File: config.mk
export PLATFORM = sky130hd
export DESIGN_NAME = motor_bridge_drive
export DESIGN_NICKNAME = d
export VERILOG_FILES = /design/src/rtl/motor_pkg.sv /design/src/rtl/motor_bridge_channel.sv /design/src/rtl/motor_bridge_drive.sv
export SDC_FILE = /design/constraint.sdc
export NUM_CORES = 1
export LEC_CHECK = 0
export CAP_MARGIN = 20
export CORE_UTILIZATION = 45
export CTS_BUF_LIST = sky130_fd_sc_hd__clkbuf_8 sky130_fd_sc_hd__clkbuf_16
export CTS_CLUSTER_DIAMETER = 80
export DETAILED_ROUTE_END_ITERATION = 12
export PLACE_DENSITY_LB_ADDON = 0.1
export SLEW_MARGIN = 20
export SYNTH_ARGS = -nofsm -noshare
export SYNTH_HDL_FRONTEND = slang
export SYNTH_SLANG_ARGS = --single-unit
File: constraint.sdc
create_clock -name clk -period 5.4 [get_ports clk]
set_clock_uncertainty 0.2 [all_clocks]
set_input_delay 1.35 -clock clk [delete_from_list [all_inputs] [get_ports clk]]
set_output_delay 1.35 -clock clk [all_outputs]
set_load 0.05 [all_outputs]
File: src/rtl/motor_pkg.sv
// Shared command codes, channel state type and command decode for the dual H-bridge driver.
// Latency: none (declarations and a pure function only).
// Backpressure: none.
//
// Also used for pin encoding: a channel's IN pin pair equals the command code it is running.
package motor_pkg;

    localparam logic [1:0] CMD_FWD   = 2'b10;
    localparam logic [1:0] CMD_REV   = 2'b01;
    localparam logic [1:0] CMD_BRAKE = 2'b11;
    localparam logic [1:0] CMD_COAST = 2'b00;

    typedef enum logic [2:0] {
        BRAKE,
        COAST,
        RUN_FWD,
        RUN_REV,
        DEAD
    } ch_state_t;

    // State a channel settles in for a given command, ignoring dead-time.
    function automatic ch_state_t cmd_to_state(input logic [1:0] cmd);
        ch_state_t s;
        case (cmd)
            CMD_FWD:   s = RUN_FWD;
            CMD_REV:   s = RUN_REV;
            CMD_COAST: s = COAST;
            default:   s = BRAKE;
        endcase
        return s;
    endfunction

endpackage

File: src/rtl/motor_bridge_channel.sv
// One H-bridge channel: command FSM, reversal dead-time, soft-start duty ramp, registered IN/EN pins.
// Latency: 1 clk from cmd to pins (cmd is already registered by the top level).
// Backpressure: none; every command is accepted each cycle.
//
// Ports: cmd (registered 2-bit command), pwm_cnt (shared counter value for this edge),
//        ramp_tick (only with MOTOR_SOFTSTART_EN), bridge_in (IN pin pair), bridge_pwm (EN pin),
//        busy (DEAD, or ramping below full duty).
// Build option: MOTOR_SOFTSTART_EN enables the duty ramp; otherwise RUN starts at DUTY_MAX.
module motor_bridge_channel
    import motor_pkg::*;
#(
    parameter int PWM_PERIOD  = 1000,
    parameter int DUTY_MAX    = 800,
    parameter int RAMP_STEP   = 20,
    parameter int DEAD_CYCLES = 200,
    localparam int DW = $clog2(PWM_PERIOD + 1),
    localparam int CW = $clog2(PWM_PERIOD)
) (
    input  logic          clk,
    input  logic          rst_n,
    input  logic [1:0]    cmd,
    input  logic [CW-1:0] pwm_cnt,
`ifdef MOTOR_SOFTSTART_EN
    input  logic          ramp_tick,
`endif
    output logic [1:0]    bridge_in,
    output logic          bridge_pwm,
    output logic          busy
);

    localparam int              DCW       = $clog2(DEAD_CYCLES + 1);
    localparam logic [DW-1:0]   DUTY_TOP  = DW'(DUTY_MAX);
    localparam logic [DCW-1:0]  DEAD_LOAD = DCW'(DEAD_CYCLES);
`ifdef MOTOR_SOFTSTART_EN
    localparam logic [DW:0]     STEP_X     = (DW + 1)'(RAMP_STEP);
    localparam logic [DW-1:0]   DUTY_ENTRY = '0;
`else
    localparam int              unused_ramp_step = RAMP_STEP;
    localparam logic [DW-1:0]   DUTY_ENTRY = DUTY_TOP;
`endif

    ch_state_t      state, state_n;
    logic [DCW-1:0] dead_cnt, dead_n;
    logic [DW-1:0]  duty, duty_n;
    logic [1:0]     in_n;
    logic           pwm_n;
    logic           busy_n;
    logic           stop_cmd;

    assign stop_cmd = (cmd == CMD_BRAKE) || (cmd == CMD_COAST);

`ifdef MOTOR_SOFTSTART_EN
    // One bit wider than duty so the saturation compare cannot wrap.
    logic [DW:0] duty_sum;
    assign duty_sum = {1'b0, duty} + STEP_X;
`endif

    always_comb begin
        state_n = state;
        dead_n  = dead_cnt;
        duty_n  = duty;
        case (state)
            BRAKE, COAST: begin
                state_n = cmd_to_state(cmd);
                duty_n  = stop_cmd ? '0 : DUTY_ENTRY;
            end
            RUN_FWD, RUN_REV: begin
                if (stop_cmd) begin
                    state_n = cmd_to_state(cmd);
                    duty_n  = '0;
                end else if (cmd_to_state(cmd) != state) begin
                    state_n = DEAD;
                    dead_n  = DEAD_LOAD;
                    duty_n  = '0;
                end
`ifdef MOTOR_SOFTSTART_EN
                else if (ramp_tick) begin
                    duty_n = (duty_sum > {1'b0, DUTY_TOP}) ? DUTY_TOP : duty_sum[DW-1:0];
                end
`endif
            end
            DEAD: begin
                // Target tracks cmd without restarting the count; stop commands bail out at once.
                if (stop_cmd) begin
                    state_n = cmd_to_state(cmd);
                    dead_n  = '0;
                end else if (dead_cnt == DCW'(1)) begin
                    state_n = cmd_to_state(cmd);
                    dead_n  = '0;
                    duty_n  = DUTY_ENTRY;
                end else begin
                    dead_n = dead_cnt - DCW'(1);
                end
            end
            default: begin
                state_n = BRAKE;
                dead_n  = '0;
                duty_n  = '0;
            end
        endcase

        // Pins are registered from the next state so they line up with it.
        in_n  = CMD_COAST;
        pwm_n = 1'b0;
        case (state_n)
            BRAKE: begin
                in_n  = CMD_BRAKE;
                pwm_n = 1'b1;
            end
            RUN_FWD: begin
                in_n  = CMD_FWD;
                pwm_n = DW'(pwm_cnt) < duty_n;
            end
            RUN_REV: begin
                in_n  = CMD_REV;
                pwm_n = DW'(pwm_cnt) < duty_n;
            end
            default: ;
        endcase

        busy_n = (state_n == DEAD);
`ifdef MOTOR_SOFTSTART_EN
        if ((state_n == RUN_FWD || state_n == RUN_REV) && duty_n < DUTY_TOP) begin
            busy_n = 1'b1;
        end
`endif
    end

    always_ff @(posedge clk or negedge rst_n) begin
        if (!rst_n) begin
            state      <= BRAKE;
            dead_cnt   <= '0;
            duty       <= '0;
            bridge_in  <= CMD_BRAKE;
            bridge_pwm <= 1'b1;
            busy       <= 1'b0;
        end else begin
            state      <= state_n;
            dead_cnt   <= dead_n;
            duty       <= duty_n;
            bridge_in  <= in_n;
            bridge_pwm <= pwm_n;
            busy       <= busy_n;
        end
    end

endmodule

File: src/rtl/motor_bridge_drive.sv
// Dual H-bridge driver: registers the 4-bit steering command and runs two motor channels off shared PWM/ramp timers.
// Latency: 2 clk from en to bridge pins (command register + channel output register).
// Backpressure: none; en is sampled every cycle.
//
// Ports: en[3:2] left / en[1:0] right command; bridge_in[3:2] left IN1/IN2, [1:0] right IN3/IN4;
//        bridge_pwm[1] ENA left, [0] ENB right; busy[1] left, [0] right.
// Build option: MOTOR_SOFTSTART_EN adds the shared ramp divider and per-channel duty ramp.
module motor_bridge_drive
    import motor_pkg::*;
#(
    parameter int PWM_PERIOD  = 1000,
    parameter int DUTY_MAX    = 800,
    parameter int RAMP_STEP   = 20,
    parameter int RAMP_DIV    = 5000,
    parameter int DEAD_CYCLES = 200
) (
    input  logic       clk,
    input  logic       rst_n,
    input  logic [3:0] en,
    output logic [3:0] bridge_in,
    output logic [1:0] bridge_pwm,
    output logic [1:0] busy
);

    localparam int CW = $clog2(PWM_PERIOD);

    logic [3:0]    cmd_q;
    logic [CW-1:0] pwm_cnt, pwm_cnt_nxt;

    // Reset to brake so releasing reset with a brake command causes no glitch.
    always_ff @(posedge clk or negedge rst_n) begin
        if (!rst_n) begin
            cmd_q <= {CMD_BRAKE, CMD_BRAKE};
        end else begin
            cmd_q <= en;
        end
    end

    // Channels compare against the post-edge count so pin and counter agree.
    assign pwm_cnt_nxt = (pwm_cnt == CW'(PWM_PERIOD - 1)) ? '0 : pwm_cnt + CW'(1);

    always_ff @(posedge clk or negedge rst_n) begin
        if (!rst_n) begin
            pwm_cnt <= '0;
        end else begin
            pwm_cnt <= pwm_cnt_nxt;
        end
    end

`ifdef MOTOR_SOFTSTART_EN
    localparam int RW = $clog2(RAMP_DIV);

    logic [RW-1:0] ramp_div;
    logic          ramp_tick;

    assign ramp_tick = (ramp_div == RW'(RAMP_DIV - 1));

    always_ff @(posedge clk or negedge rst_n) begin
        if (!rst_n) begin
            ramp_div <= '0;
        end else begin
            ramp_div <= ramp_tick ? '0 : ramp_div + RW'(1);
        end
    end
`else
    localparam int unused_ramp_div = RAMP_DIV;
`endif

    motor_bridge_channel #(
        .PWM_PERIOD (PWM_PERIOD),
        .DUTY_MAX   (DUTY_MAX),
        .RAMP_STEP  (RAMP_STEP),
        .DEAD_CYCLES(DEAD_CYCLES)
    ) u_left (
        .clk       (clk),
        .rst_n     (rst_n),
        .cmd       (cmd_q[3:2]),
        .pwm_cnt   (pwm_cnt_nxt),
`ifdef MOTOR_SOFTSTART_EN
        .ramp_tick (ramp_tick),
`endif
        .bridge_in (bridge_in[3:2]),
        .bridge_pwm(bridge_pwm[1]),
        .busy      (busy[1])
    );

    motor_bridge_channel #(
        .PWM_PERIOD (PWM_PERIOD),
        .DUTY_MAX   (DUTY_MAX),
        .RAMP_STEP  (RAMP_STEP),
        .DEAD_CYCLES(DEAD_CYCLES)
    ) u_right (
        .clk       (clk),
        .rst_n     (rst_n),
        .cmd       (cmd_q[1:0]),
        .pwm_cnt   (pwm_cnt_nxt),
`ifdef MOTOR_SOFTSTART_EN
        .ramp_tick (ramp_tick),
`endif
        .bridge_in (bridge_in[1:0]),
        .bridge_pwm(bridge_pwm[0]),
        .busy      (busy[0])
    );

endmodule

# --- After elaboration in Yosys (flattened, before gate mapping) ---
# Cells that the tools add are included.
word_totals:
  rom_bits: 0
  mem_bits_rw: 0
  inputBits: 6
  output_inout_bits: 8
  latchBits: 0
  ff_bits: 64
  n_memories: 0
classes:
  n_shift: 0
  n_reduce_logical: 16
  n_bitwise: 2
  n_eq_ne: 29
  n_addsub: 3
  n_mux: 43
  mul: 0
  div: 0
  n_lt_le_gt_ge: 2
op_table:
  columns: ["cell", "n"]
  rows:
  - ["$mux W10", 11]
  - ["$mux W8", 8]
  - ["$pmux W10 S3", 2]
  - ["$pmux W8 S3", 2]
  - ["$mux W3", 12]
  - ["$eq A3 B2 Y1 const B", 8]
  - ["$pmux W2 S3", 4]
  - ["$lt A10 B10 Y1", 2]
  - ["$pmux W3 S3", 2]
  - ["$eq A8 B1 Y1 const B", 2]
  - ["$sub A8 B1 Y8 const B", 2]
  - ["$eq A3 B3 Y1 const B", 4]
  - ["$logic_not A3 Y1", 4]
  - ["$reduce_or A2 Y1", 6]
  - ["$add A10 B1 Y10 const B", 1]
  - ["$eq A10 B10 Y1 const B", 1]
  - ["$eq A2 B2 Y1 const B", 4]
  - ["$eq A3 B1 Y1 const B", 2]
  - ["$ne A3 B3 Y1", 2]
  - ["$reduce_and A3 Y1", 2]
  - ["$eq A2 B1 Y1 const B", 2]
  - ["$logic_not A2 Y1", 2]
  - ["$ne A2 B1 Y1 const B", 2]
  - ["$ne A2 B2 Y1 const B", 2]
  - ["other kinds (3)", 6]

# --- Logic depth before layout (Yosys ltp) ---
depth:
  ltp_word: 11
  ltp_mapped: 13

# --- Modules after synthesis ---
# Synthesis repeated with hierarchy kept, for this count alone.
hier_totals:
  cells_unflattened: 372
  area_unflattened_um2: 3686.0
by_module_without_submodules:
  columns: ["mod", "cells_each", "area_per_inst_um2", "seq_area_each_um2", "n_inst"]
  rows:
  - ["motor_bridge_channel (u_left)", 161, 1576.5, 629.4, 1]
  - ["motor_bridge_channel (u_right)", 161, 1530.2, 629.4, 1]
  - ["motor_bridge_drive", 50, 579.3, 355.3, 1]

# --- Worst setup path before layout ---
# Ideal clock, no wire load.
synth_path:
  path_kind: "register -> register"
  startpoint: "register cmd_q[2]"
  endpoint: "register u_left.bridge_pwm"
  required_time_ns: 5.103
  t_arrival_ns: 2.709
  setup_slack_ns: 2.394
  path_stages_with_launch: 14
  path_cell_list: "dfstp_2 -> inv_1 -> ha_1 -> clkbuf_1 -> nor2b_1 -> a21oi_1 -> o2bb2ai_1 -> a21oi_1 -> ha_1 -> nand4_1 -> nor2_1 -> a21oi_1 -> o21ai_0 -> o41ai_2"
synth_between:
  elab_chain_len: 11
synth_lines:
  columns: ["element", "line", "source"]
  rows:
  - ["start, declared", "motor_bridge_drive.sv:27", "logic [3:0] cmd_q;"]
  - ["start signal, assigned", "motor_bridge_drive.sv:33", "cmd_q <= {CMD_BRAKE, CMD_BRAKE};"]
  - ["start signal, assigned", "motor_bridge_drive.sv:35", "cmd_q <= en;"]
  - ["branches (longest 10 deep; another with $lt A10 B10 Y1)", null, null]
  - ["$pmux W1 S2 *", "motor_bridge_channel.sv:105", "case (state_n)"]
  - ["via u_left.pwm_n", "motor_bridge_channel.sv:46", "logic pwm_n;"]
  - ["end signal, assigned", "motor_bridge_channel.sv:142", "bridge_pwm <= pwm_n;"]
  - ["end, declared", "motor_bridge_channel.sv:27", "output logic bridge_pwm,"]
# Mark *: on every way through the listed nets, which the timed path passes. The select of a mux whose other input is x is not followed.
# A chain may end at the register's enable or synchronous reset.

# --- Worst setup path in the final report ---
# Ends and elaborated chain as after synthesis.

==> out/metrics.csv <==
stage,metric,value,unit
clock_network,depth of the CTS H-tree,3,
sta,Setup WS post-layout,2.15,ns
job,max-cap violations,0,
hold_path,worst hold endpoint,u_left.duty[6],
clock_network,CTS tree,built,
synth,Post-synth EDFFs,0,
setup_path,R2R Path End,u_left.bridge_pwm,
setup_path,CP Max Fanout,9,
sta,endpoints failing setup,0,
clock_network,# Post-CTS Setup Buffers,0,
global_routing,GRT overflow,0,
synth,synth unique cells,61,
setup_path,worst reg2reg path startpoint,cmd_q[2],
hold_path,hold depth,2,
synth,ys flop type,dfrtp_1,
synth,Avg Synthesized Cell Area,9.68,sq um
floorplan,Die ar.,8100,sq um
detailed_routing,Iter 0 DRT Violations,101,
clock_network,root buffer cell,clkbuf_8,
clock_network,clock latency on the worst-skew pair,0.33,ns
synth,post-synthesis sequential area ratio,46.3,%
global_routing,first-pass GRT wire length,10900,um
setup_path,critical path launch point type,register,
synth,Post-Synth Adder-Cell Area,9.69,%
clock_network,post-CTS resize count,0,
sta,fmax,308,MHz
pwr,Pleak,1.83,nW
setup_path,crit-path cells,inv_1 > ha_1 > nor2b_1 > a21oi_1 > o2bb2ai_1 > a21oi_1 > ha_1 > nand4_1 > nor2_1 > a21oi_1 > o21ai_0 > o41ai_2,
global_routing,M3 GR Usage,5.33,%
synth,compound-gate portion of the synthesized area,16.0,%
setup_path,R2R depth,12,
floorplan,Row Count,31,
synth,yosys synthesis warning count,0,
clock_network,CTS Buffer Depth,2,
synth,Post-Synth Simple-Gate Area,19.5,%
hold_path,Hold WC Path Type,register to register,
synth,post-synthesis cell count,360,
detailed_routing,Avg WL per Cell,13.4,um
setup_path,slowest cell on the critical path,dfstp_2,
global_routing,GR met1 Demand/Resource,23.3,%
global_routing,met2 Use GR,26.4,%
detailed_routing,Pre-antenna DRT Iters,4,
synth,main combinational cell family by area after synthesis,simple AND/OR/NAND/NOR gates,
sta,final worst path period need,3.25,ns
detailed_routing,overall routed net length,6380,um
global_routing,Total GRT Usage,17.1,%
synth,post-synthesis cell area,3480,sq um
floorplan,# IOs,14,
place,DP Wirelength,4720,um
pwr,maximum VDD drop,0.201,mV
synth,mux contribution to synthesized area,0.610,%
detailed_routing,ANT nets after route,0,
sta,Max transition margin,44.1,%
status,status,completed,
hold_path,hold_sp,u_left.duty[6],
floorplan,Chip Width,90.0,um
pwr,Pwr per Cell Area,410,nW/um^2
synth,top post-synthesis cells by area,"dfrtp_1, ha_1, dfstp_2, nand2_1, o21ai_0",
global_routing,vias in the first global route,2296,
detailed_routing,vias post-DR,2496,
setup_path,r2r setup slk,2.15,ns
global_routing,largest net degree at the start of global routing,39,
global_routing,GRT Max-Usage Layer,met2,
detailed_routing,# DRC,0,
floorplan,Core ar.,7370,sq um
detailed_routing,DR vias/cell,5.25,
clock_network,Num Clock Sinks,64,
setup_path,crit path from,cmd_q[2],
place,pre-CTS setup slack,2.16,ns
synth,Synth async-reset ratio,100,%
sta,final hold violation count,0,
setup_path,"Arr. time, crit path",3.28,ns
setup_path,worst endpoint required time,5.43,ns
sta,final slew viol count,0,
final_layout,Layout Area Growth over Synthesis,10.4,%
sta,final hold slack,0.264,ns
place,port bufs,13,
synth,Synth Area in XOR/XNOR,2.26,%
synth,"area leader, netlist",dfrtp_1,
global_routing,initial antenna violation count,0,
synth,post-synthesis net count,393,
synth,Synth top area share,38.8,%
final_layout,layout cells sized above 1,11.7,%
clock_network,hold buffer count at cts,0,
setup_path,Most Frequent Cell on Critical Path,a21oi_1,
floorplan,starting density of the core,47.3,%
final_layout,nets,404,
floorplan,Die Ht,90.0,um
sta,period utilization,60.2,%
sta,Sum Neg Setup Slack,0,ns
synth,Yosys reg bits,64,
sta,RSZ-0062 raised after global routing,false,
place,routability congestion estimate,0.812,
setup_path,"Worst Path Class, Setup",register to register,
sta,worst slew pin tran,0.838,ns
setup_path,CP Capture Type,register,
clock_network,"Reg clk slew, reported paths",0.07,ns
setup_path,max incr delay on CP,0.53,ns
final_layout,diodes inserted,0,
clock_network,CTS Buf Count,9,
-- kinds of logic after synthesis --
group	after synthesis
AOI/OAI and AO/OA	83
DFF	64
adders and majority gates	27
muxes	2
and+or+nand+nor	131
buffers and inverters	44
xor gates and xnor gates	9
-- layout make-up --
type	count	area [sq um]
fill	690	3520
multi-input combinational	252	1670
sequential	64	1610
clock buffer	10	138
timing repair buffer	14	133
tap	99	124
inverter	30	113
clock inverter	6	52.6
-- synthesized netlist by cell type, types with 2 or more instances --
cell type and instances:
nor4_1 5, clkbuf_1 6, dfstp_2 10, nor4_2 2, nor2b_1 4, nor3_1 6
nand4_1 6, o211ai_1 2, nor3_2 2, nand2b_1 4, nor3b_1 3, a21o_1 2
o21ai_1 4, xor2_1 4, ha_1 27, xnor2_1 5, nand2_1 47, a21bo_2 2
nand3b_1 4, or2_2 2, or3b_2 3, nand3_1 8, or3_1 5, nor2_1 21
inv_1 30, o21ai_0 25, a21oi_1 20, buf_4 6, dfrtp_1 54, a31oi_1 5
a211oi_1 3, and2_1 4
-- sequential cells by signal, indices dropped and copies added, names as in the netlist, 2 cells and up --
signal and count:
pwm_cnt 10, u_left.state 3, u_right.bridge_in 2, u_right.duty 10, u_right.dead_cnt 8, u_left.duty 10
cmd_q 4, u_right.state 3, u_left.dead_cnt 8, u_left.bridge_in 2
-- power by group --
group / total (mW) / switching (mW) / internal (mW)
clock: 0.391 / 0.171 / 0.220
combinational: 0.512 / 0.312 / 0.200
sequential: 0.676 / 0.0950 / 0.581
total: 1.58 / 0.578 / 1.00
-- worst max-delay path, delay by kind of cell (launching register included) --
family	cells	cell delay, ns
DFF	1	0.53
adders and majority gates	2	0.73
buffers and inverters	1	0.04
and+or+nand+nor	3	0.51
AOI/OAI and AO/OA	6	1.14
-- per-layer routing --
layer | share of wire (%) | wire length [um] | vias to the layer above
li1 | - | - | 1286
met3 | 2.7 | 169 | 4
met2 | 47 | 3010 | 26
met4 | 0.75 | 48 | 0
met5 | 0 | 0 | -
met1 | 49 | 3150 | 1180
-- how the worst max path moves through the flow --
stage                                    to  slack, ns  depth (start not counted)
final                     u_left.bridge_pwm       2.15                         12
after global routing      u_left.bridge_pwm       1.92                         12
after CTS                 u_left.bridge_pwm       2.14                         12
after detailed placement  u_left.bridge_pwm       2.16                         12
after global placement    u_left.bridge_pwm       2.18                         12
after floorplan           u_left.bridge_pwm       2.39                         13
-- stage by stage --
stage | cell area [sq um] | total power, mW | cells | utilization [%]
global route | 3850 | 1.69 | 475 | 52.2
detailed placement | 3660 | 1.20 | 459 | 49.6
CTS | 3850 | 1.60 | 475 | 52.2
floorplan | 3480 | 1.08 | 360 | -
global placement | 3660 | 1.19 | 459 | 49.6
finish | 3850 | 1.58 | 475 | 52.2
-- layout by cell type, fill, tap and decap left out, drive strengths merged, types with 3 or more instances in the layout --
master,count
dfrtp,54
a21oi,20
nand2,47
nor4,7
nor3b,3
nand4,6
clkbuf,10
or3,5
xor2,4
ha,27
nand2b,4
or3b,4
clkdlybuf4s50,12
nand3b,4
nor2,21
nand3,8
a211oi,3
nor3,8
dfstp,10
a31oi,5
inv,32
o211ai,4
xnor2,5
clkinv,3
nor2b,4
and2,4
o21ai,29
No activity file was read; power rests on OpenSTA's default activity.
==> variant 1 (config.mk and constraints unchanged) <==
The 5 states of `ch_state_t` get a one-hot encoding in 5 bits.
--- a/src/rtl/motor_pkg.sv
+++ b/src/rtl/motor_pkg.sv
@@ -10,12 +10,12 @@
     localparam logic [1:0] CMD_BRAKE = 2'b11;
     localparam logic [1:0] CMD_COAST = 2'b00;
 
-    typedef enum logic [2:0] {
-        BRAKE,
-        COAST,
-        RUN_FWD,
-        RUN_REV,
-        DEAD
+    typedef enum logic [4:0] {
+        BRAKE   = 5'b00001,
+        COAST   = 5'b00010,
+        RUN_FWD = 5'b00100,
+        RUN_REV = 5'b01000,
+        DEAD    = 5'b10000
     } ch_state_t;
 
     // State a channel settles in for a given command, ignoring dead-time.
Function: same outputs for any inputs over 4 cycles, from zero or initial values and one cycle with rst_n low; so few cycles prove little.
==> variant 1 against the unedited design <==
- power grew 27%
- setup slack got worse by 0.58 ns
- wire length is 10% higher
- area after synthesis rose by 9.7%
- sequential cell count grew 4
- first-iteration DRC count down 8.9%
- final area is 10% higher
- global-route usage increased by 0.89 points
- count of clock-buffer cells in the layout did not move
- critical path depth rose by 3
- largest cell class unchanged
- hold slack better by 0.0073 ns
- sequential share of layout area down 1.4 points
- largest power group is now combinational logic
- clock power grew 6.4%
==> variant 1: results (changes against the unedited design) <==
----------------------------------------------------
[Route]
  Per-cell routed wire length ... 13.4 um (about the same)
  Count of routing violations after the opening detailed-route iteration ... 92 (was 101)
  Total vias in the final route ... 2825 (was 2496)
  Routed Wire Length ... 7.04 mm (was 6.38 mm)
  Number of optimization iterations in the first detailed-route pass ... 4 (unchanged)

[Synthesis]
  Ys Warns ... 0 (unchanged)
  Synthesized-area fraction occupied by xor and xnor cells ... 5.01% (was 2.26%)
  Largest cells by area after synthesis ... dfrtp_1 (37%), ha_1 (10%), dfstp_2 (8.2%) (was dfrtp_1 (39%), ha_1 (9.7%), dfstp_2 (7.5%))
  Top post-synthesis cells by count ... dfrtp_1 (56), nor2_1 (42), inv_1 (37) (was dfrtp_1 (54), nand2_1 (47), inv_1 (30))
  Multiplexer area fraction after synthesis ... 0.262% (was 0.610%)
  Post-Synth Adder-Cell Area ... 10.1% (was 9.69%)
  Post-synthesis cell type count ... 56 (was 61)
  Number of cells produced by synthesis ... 399 (was 360)
  Synth async-reset ratio ... 100% (unchanged)
  Sequential cell area fraction in the yosys report ... 44.9% (was 46.3%)
  Synthesized-area fraction occupied by ao, oa, aoi and oai cells ... 17.0% (was 16.0%)
  Synthesized net count ... 436 (was 393)

[Global routing]
  Wire length of the first global-routing pass ... 12.3 mm (was 10.9 mm)
  Met3 Usage GRT ... 4.85% (was 5.33%)
  Vias in the first global route ... 2701 (was 2296)
  GRT met2 Usage ... 27.2% (was 26.4%)
  Pin count of the biggest net entering global routing ... 44 (was 39)
  Met1 track demand over resource ... 24.8% (was 23.3%)
  Combined global-route utilization of all metal layers ... 18.0% (was 17.1%)

[STA]
  Transition time of the tightest slew-check pin ... 0.815 ns (was 0.838 ns)

[Clock tree]
  Clock latency at the later pin of the worst-skew pair ... 0.33 ns (about the same)
  Post CTS Setup Buffer Count ... 0 (unchanged)
  CTS resizes ... 0 (unchanged)
  Maximum number of buffers from clock root to sink ... 2 (unchanged)
  Master cell of the clock root buffer ... clkbuf_8 (unchanged)
  CTS H-tree lvls ... 3 (unchanged)

[Pwr]
  IR Drop Worst-Case VDD ... 0.000285 V (was 0.000201 V)
  Leak pwr ... 0.00202 uW (was 0.00183 uW)

[Worst setup path]
  Maximum fanout encountered on the critical timing path ... 8 (was 9)
  Critical-path top delay cell ... dfstp_2 (unchanged)
  Data arrival time of the critical path ... 3.88 ns (was 3.28 ns)
  Maximum single-stage delay on the critical path ... 0.55 ns (was 0.53 ns)

[Finish]
  Final layout net count ... 451 (was 404)
  Fraction of final layout cells sized beyond drive strength 1 ... 10.5% (was 11.7%)
  Number of diodes added for antenna fixing ... 0 (unchanged)

[Placement]
  PortBufs ... 13 (unchanged)
  HPWL after DPL ... 5.18 mm (was 4.72 mm)
  Worst slack after detailed placement ... 1.55 ns (was 2.16 ns)
  DP Cell Count ... 508 (was 459)
  Final estimated routing congestion in global placement ... 0.774 (was 0.812)

[Outcome]
  Run status ... finished clean (unchanged)

----------------------------------------------------
variant 1: changes by cell type in the layout (fill, tap and decap cells not counted), moves of 5 or more:
cell,delta
o31ai_1,+7
a21oi_1,+8
nand2_1,-15
nor2_1,+21
inv_1,+5
xor2_1,+5
o22a_1,+5
xnor2_1,+6
nor3_1,+5
variant 1: kinds of logic after synthesis:
logic type | after synthesis
adder cells (fa/ha/maj) | 31
flip-flops | 68
AO/OA/AOI/OAI | 97
XOR/XNOR | 21
multiplexers | 1
buffers and inverters | 47
AND/OR/NAND/NOR | 134
variant 1: final timing paths:
kind / start / slack, ns / cells past startpoint / endpoint
min in group asynchronous: rst_n / 0.81 / 1 / u_left.state[4]
max: cmd_q[0] / 1.57 / 15 / u_right.bridge_pwm
max reg2reg: cmd_q[0] / 1.57 / 15 / u_right.bridge_pwm
min reg2reg: u_right.duty[1] / 0.27 / 2 / u_right.duty[1]
min: u_right.duty[1] / 0.27 / 2 / u_right.duty[1]
max in group asynchronous: rst_n / 3.24 / 2 / u_right.bridge_pwm
variant 1: metal layers:
metal  part of all wire, %  wire, um  vias up
li1                      -         -     1432
met1                    52      3630     1349
met2                    45      3130       36
met3                   2.7       188        8
met4                   1.2        87        0
met5                     0         0        -
variant 1: critical path, delay by kind of cell, from the launching register on:
kind                     cells  cell delay [ns]
adder cells (fa/ha/maj)      2             0.70
AO/OA/AOI/OAI                6             1.01
buffers and inverters        2             0.18
flip-flops                   1             0.55
AND/OR/NAND/NOR              5             1.10
variant 1: per-stage QoR:
stage	hold WS, ns	cell area [um2]
floorplan	0.232	3820
global placement	0.246	4030
detailed placement	0.256	4030
CTS	0.277	4230
global route	0.291	4230
finish	0.271	4230
variant 1: layout make-up:
type	count	area [um2]
Tap cell	105	131
Timing Repair Buffer	14	133
Sequential cell	68	1720
Multi-Input combinational cell	284	1910
Clock inverter	6	63.8
Fill cell	755	3980
Clock buffer	10	138
Inverter	37	139
variant 1: report_power, final:
part           switching [uW]  total [uW]  internal, uW
Combinational             524         866           342
Clock                     191         416           225
Sequential               84.4         717           632
==> variant 2 (config.mk and constraints unchanged) <==
Without the edit above. Build with the macro `MOTOR_SOFTSTART_EN` defined.
--- a/src/rtl/motor_bridge_channel.sv
+++ b/src/rtl/motor_bridge_channel.sv
@@ -6,6 +6,8 @@
 //        ramp_tick (only with MOTOR_SOFTSTART_EN), bridge_in (IN pin pair), bridge_pwm (EN pin),
 //        busy (DEAD, or ramping below full duty).
 // Build option: MOTOR_SOFTSTART_EN enables the duty ramp; otherwise RUN starts at DUTY_MAX.
+`define MOTOR_SOFTSTART_EN
+
 module motor_bridge_channel
     import motor_pkg::*;
 #(
Formal check against the unedited RTL: not equivalent (a bounded check fails within 4 cycles, from zero or initial values and one cycle with rst_n low).
==> variant 2 against the unedited design <==
- first-iteration DRC count up 92%
- sequential share of layout area decreased by 4.6 points
- wire length is 58% higher
- sequential cell count increased by 13
- combinational power shrank 12%
- maximum frequency shrank 23%
- final area grew 35%
- setup slack worse by 0.95 ns
- power increased by 2.4%
- area after synthesis rose by 37%
- via count grew 53%
==> variant 2: results (changes against the unedited design) <==
----------------------------------------------------
[Placement]
  HPWL after DPL ... 7.21 mm (was 4.72 mm)
  Placed cell area ... 5000 um2 (was 3660 um2)
  Worst slack after detailed placement ... 1.21 ns (was 2.16 ns)
  Final estimated routing congestion in global placement ... 0.869 (was 0.812)

[Global routing]
  Combined global-route utilization of all metal layers ... 20.1% (was 17.1%)
  Wire length of the first global-routing pass ... 17.7 mm (was 10.9 mm)
  Vias in the first global route ... 3663 (was 2296)
  Pin count of the biggest net entering global routing ... 78 (was 39)

[Pwr]
  Leak pwr ... 0.00224 uW (was 0.00183 uW)
  Internal Power ... 1050 uW (was 1000 uW)
  IR Drop Worst-Case VDD ... 0.000215 V (was 0.000201 V)

[Worst setup path]
  Critical-path top delay cell ... and4_1 (was dfstp_2)
  Data arrival time of the critical path ... 4.25 ns (was 3.28 ns)
  Maximum fanout encountered on the critical timing path ... 28 (was 9)
  Maximum single-stage delay on the critical path ... 0.82 ns (was 0.53 ns)

[Route]
  Detailed-routing wirelength on met1 ... 4.93 mm (was 3.15 mm)
  Met2 wire len ... 4.69 mm (was 3.01 mm)
  Total vias in the final route ... 3814 (was 2496)
  Count of routing violations after the opening detailed-route iteration ... 194 (was 101)
  Number of optimization iterations in the first detailed-route pass ... 5 (was 4)
  Routed Wire Length ... 10.1 mm (was 6.38 mm)
  Total length of routed met3 wires ... 325 um (was 169 um)

[Synthesis]
  Top post-synthesis cells by count ... dfrtp_1 (67), nor2_1 (50), o21ai_0 (43) (was dfrtp_1 (54), nand2_1 (47), inv_1 (30))
  Sequential cell area fraction in the yosys report ... 40.5% (was 46.3%)
  Post-synthesis cell type count ... 79 (was 61)
  Largest cells by area after synthesis ... dfrtp_1 (35%), ha_1 (8.4%), dfstp_2 (5.5%) (was dfrtp_1 (39%), ha_1 (9.7%), dfstp_2 (7.5%))
  Synth async-reset ratio ... 100% (unchanged)
  Ys Warns ... 0 (unchanged)
  Synthesized net count ... 559 (was 393)

[Clock tree]
  Clock slew at the register clock pins of the worst setup and hold paths ... 0.08 ns
  Clock latency at the later pin of the worst-skew pair ... 0.36 ns (was 0.33 ns)

[Outcome]
  Run status ... finished clean (unchanged)

[Finish]
  Final layout net count ... 565 (was 404)
  Fraction of final layout cells sized beyond drive strength 1 ... 9.21% (was 11.7%)
  Count of fill cells added during filler insertion ... 985 (was 690)

[STA]
  Transition time of the tightest slew-check pin ... 0.972 ns (was 0.838 ns)

----------------------------------------------------
-- variant 2: path summary, 6_finish.rpt --
kind / slack (ns) / cells past startpoint / startpoint / to
setup / recovery: 1.20 / 14 / ramp_div[0] / u_left.bridge_pwm
hold / removal: 0.30 / 1 / ramp_div[4] / ramp_div[4]
setup reg to reg: 1.20 / 14 / ramp_div[0] / u_left.bridge_pwm
hold reg to reg: 0.30 / 1 / ramp_div[4] / ramp_div[4]
max in group asynchronous: 3.43 / 1 / rst_n / u_right.dead_cnt[1]
min in group asynchronous: 0.95 / 1 / rst_n / u_left.dead_cnt[6]
-- variant 2: per-stage QoR --
step / power, uW / cells
CTS: 1640 / 668
finish: 1620 / 668
global placement: 1190 / 652
global route: 1730 / 668
floorplan: 1090 / 521
detailed placement: 1200 / 652
-- variant 2: critical path: cells and delay by family (launching register included) --
family	cells	cell delay [ns]
flip-flops	1	0.41
AND/OR/NAND/NOR	5	1.76
adder cells (fa/ha/maj)	2	0.57
AO/OA/AOI/OAI	7	1.13
-- variant 2: layout make-up --
type / instances / area [um2] / area share, %
Multi-Input combinational cell: 387 / 2620 / 50.4
Clock inverter: 6 / 55.1 / 1.06
Timing Repair Buffer: 13 / 128 / 2.46
Sequential cell: 77 / 1940 / 37.3
Clock buffer: 10 / 138 / 2.65
Inverter: 39 / 146 / 2.82
Tap cell: 136 / 170 / 3.28
-- variant 2: cells by family after synthesis --
kind of cell | after synthesis | share of synthesized area (%)
AO/OA/AOI/OAI | 167 | 24.1
XOR/XNOR | 16 | 2.93
adder cells (fa/ha/maj) | 32 | 8.36
buffers and inverters | 57 | 4.91
flip-flops | 77 | 40.5
multiplexers | 3 | 0.653
AND/OR/NAND/NOR | 169 | 18.5
-- variant 2: layer usage --
layer	track usage, %	up-vias
li1	-	1908
met1	27.7	1843
met2	31.3	54
met3	3.49	9
met4	8.25	0
met5	0	-
-- variant 2: power by group through the flow --
stage          sequential (uW)  clock (uW)  combinational [uW]
6_report                   738         431                 448
5_1_grt                    753         471                 505
4_1_cts                    739         450                 452
3_5_place_dp               749           0                 450
3_3_place_gp               747           0                 442
2_1_floorplan              760           0                 325
